### config.mk
export PLATFORM = sky130hd
export DESIGN_NAME = lfsr_range_gen
export DESIGN_NICKNAME = d
export VERILOG_FILES = /design/src/rtl/lfsr_range_gen.sv
export SDC_FILE = /design/constraint.sdc
export NUM_CORES = 1
export LEC_CHECK = 0
export ABC_AREA = 0
export CORE_MARGIN = 4
export CORE_UTILIZATION = 50
export CTS_CLUSTER_DIAMETER = 40
export DETAILED_ROUTE_END_ITERATION = 10
export GPL_TIMING_DRIVEN = 0
export PLACE_DENSITY = 0.81
export SYNTH_ARGS = -nofsm -noshare
export SYNTH_HDL_FRONTEND = slang
export SYNTH_SLANG_ARGS = --single-unit
### constraint.sdc
create_clock -name i_Clk -period 2.8 [get_ports i_Clk]
set_input_delay 0.56 -clock i_Clk [delete_from_list [all_inputs] [get_ports i_Clk]]
set_output_delay 0.56 -clock i_Clk [all_outputs]
set_load 0.05 [all_outputs]
### src/rtl/lfsr_range_gen.sv
// XNOR Fibonacci LFSR whose masked state is rejection-sampled (with forced fold) into [OUT_MIN, OUT_MAX].
// Latency: a sample accepted at edge N is presented with o_Valid high right after edge N.
// Backpressure: o_Data holds while o_Valid && !i_Ready; the LFSR keeps running on i_Enable regardless.
module lfsr_range_gen #(
    parameter int               WIDTH        = 5,
    parameter logic [WIDTH-1:0] TAPS         = 5'b11000,
    parameter logic [WIDTH-1:0] SEED         = '0,
    parameter int               OUT_MIN      = 2,
    parameter int               OUT_MAX      = 19,
    parameter int               REJECT_LIMIT = 4
) (
    input  logic             i_Clk,
    input  logic             i_Reset_n,
    input  logic             i_Enable,
    input  logic             i_Seed_Load,
    input  logic [WIDTH-1:0] i_Seed,
    input  logic             i_Ready,
    output logic             o_Valid,
    output logic [WIDTH-1:0] o_Data,
    output logic             o_Fallback,
    output logic [WIDTH-1:0] o_State
);

    function automatic int calc_mask(input int span);
        int m;
        m = 0;
        for (int k = 0; k < 17; k++) begin
            if (m < span - 1) m = (m << 1) | 1;
        end
        return m;
    endfunction

    localparam int               SPAN    = OUT_MAX - OUT_MIN + 1;
    localparam logic [WIDTH-1:0] MASK    = WIDTH'(calc_mask(SPAN));
    // SPAN can reach 2^WIDTH, so range compares are done one bit wider
    localparam logic [WIDTH:0]   SPAN_W  = (WIDTH+1)'(SPAN);
    localparam logic [WIDTH-1:0] MIN_W   = WIDTH'(OUT_MIN);
    localparam logic [3:0]       LIMIT_W = 4'(REJECT_LIMIT);
    localparam logic [WIDTH-1:0] ONES    = '1;

    typedef enum logic {FILL, VALID} fsm_t;

    fsm_t             fsm;
    logic [WIDTH-1:0] state;
    logic [3:0]       count;
    logic             feedback;
    logic [WIDTH-1:0] state_next;
    logic [WIDTH-1:0] cand;
    logic             in_range;
    logic             limit_hit;
    logic [WIDTH-1:0] accept_val;
    logic [WIDTH-1:0] fold_val;
    logic [WIDTH:0]   fold_off;

    assign feedback   = ~^(state & TAPS);
    assign state_next = {state[WIDTH-2:0], feedback};
    assign cand       = state & MASK;
    assign in_range   = {1'b0, cand} < SPAN_W;
    assign limit_hit  = (count + 4'd1) == LIMIT_W;
    assign accept_val = MIN_W + cand;
    assign fold_off   = {1'b0, cand} - SPAN_W;
    assign fold_val   = MIN_W + fold_off[WIDTH-1:0];

    assign o_Valid = (fsm == VALID);
    assign o_State = state;

    always_ff @(posedge i_Clk or negedge i_Reset_n) begin
        if (!i_Reset_n) begin
            state      <= SEED;
            fsm        <= FILL;
            count      <= 4'd0;
            o_Data     <= '0;
            o_Fallback <= 1'b0;
        end else begin
            o_Fallback <= 1'b0;
            if (i_Seed_Load) begin
                // all-ones would lock the XNOR LFSR, so fall back to SEED
                state <= (i_Seed == ONES) ? SEED : i_Seed;
                count <= 4'd0;
                fsm   <= FILL;
            end else begin
                if (i_Enable) state <= state_next;
                case (fsm)
                    FILL: begin
                        if (i_Enable) begin
                            if (in_range) begin
                                o_Data <= accept_val;
                                count  <= 4'd0;
                                fsm    <= VALID;
                            end else if (limit_hit) begin
                                o_Data     <= fold_val;
                                o_Fallback <= 1'b1;
                                count      <= 4'd0;
                                fsm        <= VALID;
                            end else begin
                                count <= count + 4'd1;
                            end
                        end
                    end
                    VALID: begin
                        if (i_Ready) fsm <= FILL;
                    end
                    default: fsm <= FILL;
                endcase
            end
        end
    end

endmodule
==> reports/results.tsv <==
stage	metric	value	unit
timing	fin_crit_sh	79.1	%
timing	relSlewSlack	51.9	%
clocking	cts_num_sinks	16	
power_and_ir_drop	power-per-cell-area	620	nW/µm²
setup_path	endpoint_kind	primary output	
run_status	outcome	complete, no violations	
setup_path	cpMaxStageDelayCell	clkdlybuf4s50_1	
timing	finalHoldViolations	0	
cells_and_area	final_area	1220	µm²
placement	place_congestion	0.813	
timing	finalSetupViolCount	0	
setup_path	crit_chain	clkdlybuf4s50_1	
timing	fin_skew	7.96	ps
drt	avgRoutedWirePerCell	13.2	µm
global_route	grt_max_degree	17	
clocking	root_buffer	clkbuf_4	
placement	place_inst	137	
global_route	track_usage	16.1	%
clocking	numCtsBuffers	3	
cells_and_area	diodes	0	
drt	drt.antenna.violating_nets	0	
job	maxCapViolCount	0	
power_and_ir_drop	p_seq_share	39.5	%
floorplanning	die_h	51.9	µm
timing	worst_slew_pin_slew	719	ps
logic_synthesis	yosysSeqAreaShare	41.6	%
placement	io_buffer_count	19	
placement	dp_hpwl	1.41	mm
global_route	antenna_found_initial	0	
global_route	grt-ovfl-total	0	
setup_path	max_stage_delay	870	ps
setup_path	crit_buf_inv	1	
global_route	grt_pass1_wl	3.19	mm
floorplanning	pin_count	22	
setup_path	cp-start-kind	flip-flop	
cells_and_area	final_nets	133	
clocking	cts_hold_buf	0	
timing	tns	0	ps
setup_path	path_class	flip-flop to primary output	
setup_path	cp.arrival	1660	ps
power_and_ir_drop	combPwrFrac	39.9	%
clocking	htree_num_levels	1	
setup_path	crit_family	buffers and inverters	
drt	drtIter0Drc	13	
power_and_ir_drop	swShare	39.1	%
drt	wl	1.86	mm
logic_synthesis	syn_avg_cell_area	10.4	µm²
power_and_ir_drop	irDropWorstVdd	0.000445	V
drt	drtPass1Iterations	4	
placement	placed_area	1180	µm²
floorplanning	rows	15	
logic_synthesis	synth.distinct_cells	37	
clocking	clk_pin_slew	100	ps
power_and_ir_drop	fin_total_pwr	0.000757	W
clocking	postCtsSetupRepairBufs	0	
logic_synthesis	ys_ff_latch	16	
logic_synthesis	syn-cell-area	963	µm²
power_and_ir_drop	p_int	0.000461	W
power_and_ir_drop	p_sw	0.000296	W
cells_and_area	stdcell_count	141	
floorplanning	design.core.area	1780	µm²
setup_path	path_max_fanout	8	
clocking	ctsResizeCount	0	
timing	timing.final.ws_setup	584	ps
drt	drcViolationCount	0	
drt	dr_total_vias	768	
floorplanning	dieArea	2690	µm²
power_and_ir_drop	leakagePower	0.542	nW
cells_and_area	synthToLayoutAreaGrowth	26.8	%
floorplanning	die_w	51.9	µm
setup_path	cp_data_required_time	2240	ps
logic_synthesis	syn-instance-count	93	
logic_synthesis	syn_nets	109	
worst_hold_path	hold_class	input port to flip-flop	
cells_and_area	nFillCells	139	
clocking	clock_path_buffers	2	
timing	slew_viol_final	0	
global_route	first_global_vias	751	
floorplanning	start_util	54.0	%
timing	maxClockFrequency	451	MHz
timing	rsz0062_at_grt	no	
clocking	worstSkewPairLatency	290	ps
logic_synthesis	ys_warn_count	0	
clocking	tritoncts	done	
timing	min_period	2220	ps
power_and_ir_drop	clkPwrFrac	20.6	%
cells_and_area	drive_gt1_share	12.9	%
drt	drt-vias-per-instance	5.45	
placement	pre_cts_slack	823	ps
## cells by family after synthesis
logic type                 share of synthesized area [%]
adders and majority gates                           7.79
muxes                                               6.36
AOI/OAI and AO/OA                                   18.1
and+or+nand+nor                                     19.1
xor gates and xnor gates                           0.909
buffers and inverters                               6.23
DFF                                                 41.6
## per-stage QoR
stage	hold WS, ps	utilization, %
detailed placement	492	66.5
global placement	487	66.5
finish	482	68.5
floorplan	264	-
global route	469	68.5
CTS	475	68.5
## synthesized netlist by cell type
cell / number / area [µm²]
mux2_2: 1 / 11.3
nor2_1: 1 / 3.75
a21bo_2: 1 / 10.0
nand3_1: 6 / 30.0
clkbuf_1: 1 / 3.75
xnor2_1: 1 / 8.76
nand3b_1: 1 / 7.51
and3b_1: 1 / 8.76
o21ai_1: 2 / 10.0
o31ai_1: 1 / 7.51
a32oi_1: 1 / 8.76
nor4bb_1: 1 / 10.0
a221o_1: 1 / 10.0
buf_6: 3 / 33.8
nor2b_1: 4 / 25.0
a211o_1: 1 / 8.76
nor3b_2: 2 / 25.0
o21a_1: 1 / 7.51
inv_1: 6 / 22.5
o21ba_4: 1 / 16.3
or2_2: 2 / 12.5
nand4_1: 1 / 6.26
or3b_4: 1 / 11.3
a21boi_1: 1 / 7.51
a22oi_1: 1 / 7.51
nor3_1: 1 / 5.00
a22o_1: 2 / 17.5
o221ai_1: 1 / 8.76
mux2i_1: 5 / 50.1
a31oi_1: 1 / 6.26
ha_1: 6 / 75.1
nand2_1: 8 / 30.0
a21oi_1: 2 / 10.0
o21ai_0: 6 / 30.0
a21o_1: 1 / 7.51
dfrtp_1: 16 / 400
or3b_1: 1 / 8.76
## routing by layer
| layer | vias to the layer above | global-route usage, % | routed length (µm) |
|---|---|---|---|
| met5 | - | 0 | 0 |
| met4 | 0 | 9.17 | 40 |
| met3 | 5 | 3.72 | 115 |
| met2 | 24 | 24.9 | 818 |
| met1 | 356 | 20.5 | 883 |
| li1 | 383 | - | - |
## layout by cell type, fill, tap and decap left out, drive strengths merged, types with 2 or more instances in the layout
cell	instances
clkbuf	5
nor2b	4
a22o	2
mux2i	5
nand3	6
dfrtp	16
or3b	2
ha	6
buf	3
nor3b	2
a21oi	2
o21ai	8
inv	6
clkdlybuf4s50	19
nand2	8
or2	2
## flip-flops by register name, indices dropped and copies added, names as in the netlist
| name | flops |
|---|---|
| count | 4 |
| o_Fallback | 1 |
| o_Valid | 1 |
| o_State | 5 |
| o_Data | 5 |
## final timing paths
check | cells after the start | startpoint | endpoint | slack (ps)
setup reg to reg | 6 | count[0] | o_Data[2] | 820
max in group asynchronous | 1 | i_Reset_n | o_Data[0] | 1660
setup / recovery | 1 | o_State[3] | o_State[3] | 580
hold reg to reg | 1 | o_Data[4] | o_Data[4] | 510
hold / removal | 2 | i_Seed_Load | o_Valid | 480
min in group asynchronous | 1 | i_Reset_n | o_Data[3] | 680
## power by group through the flow
stage	Combinational (W)	Sequential, W	Clock (W)
final	0.000302	0.000299	0.000156
after global routing	0.000320	0.000305	0.000177
after CTS	0.000305	0.000299	0.000160
after detailed placement	0.000303	0.000304	0
after global placement	0.000300	0.000302	0
after floorplan	0.0000780	0.000422	0
## cell type report
| type | instances | area (µm²) | area share (%) |
|---|---|---|---|
| clock buffer | 4 | 36.3 | 2.97 |
| buffer | 4 | 37.5 | 3.07 |
| sequential | 16 | 400 | 32.8 |
| inverter | 6 | 22.5 | 1.84 |
| multi-input combinational | 67 | 503 | 41.2 |
| tap | 25 | 31.3 | 2.56 |
| timing repair buffer | 19 | 190 | 15.6 |
Note: power is estimated with default switching activity, not from simulation.
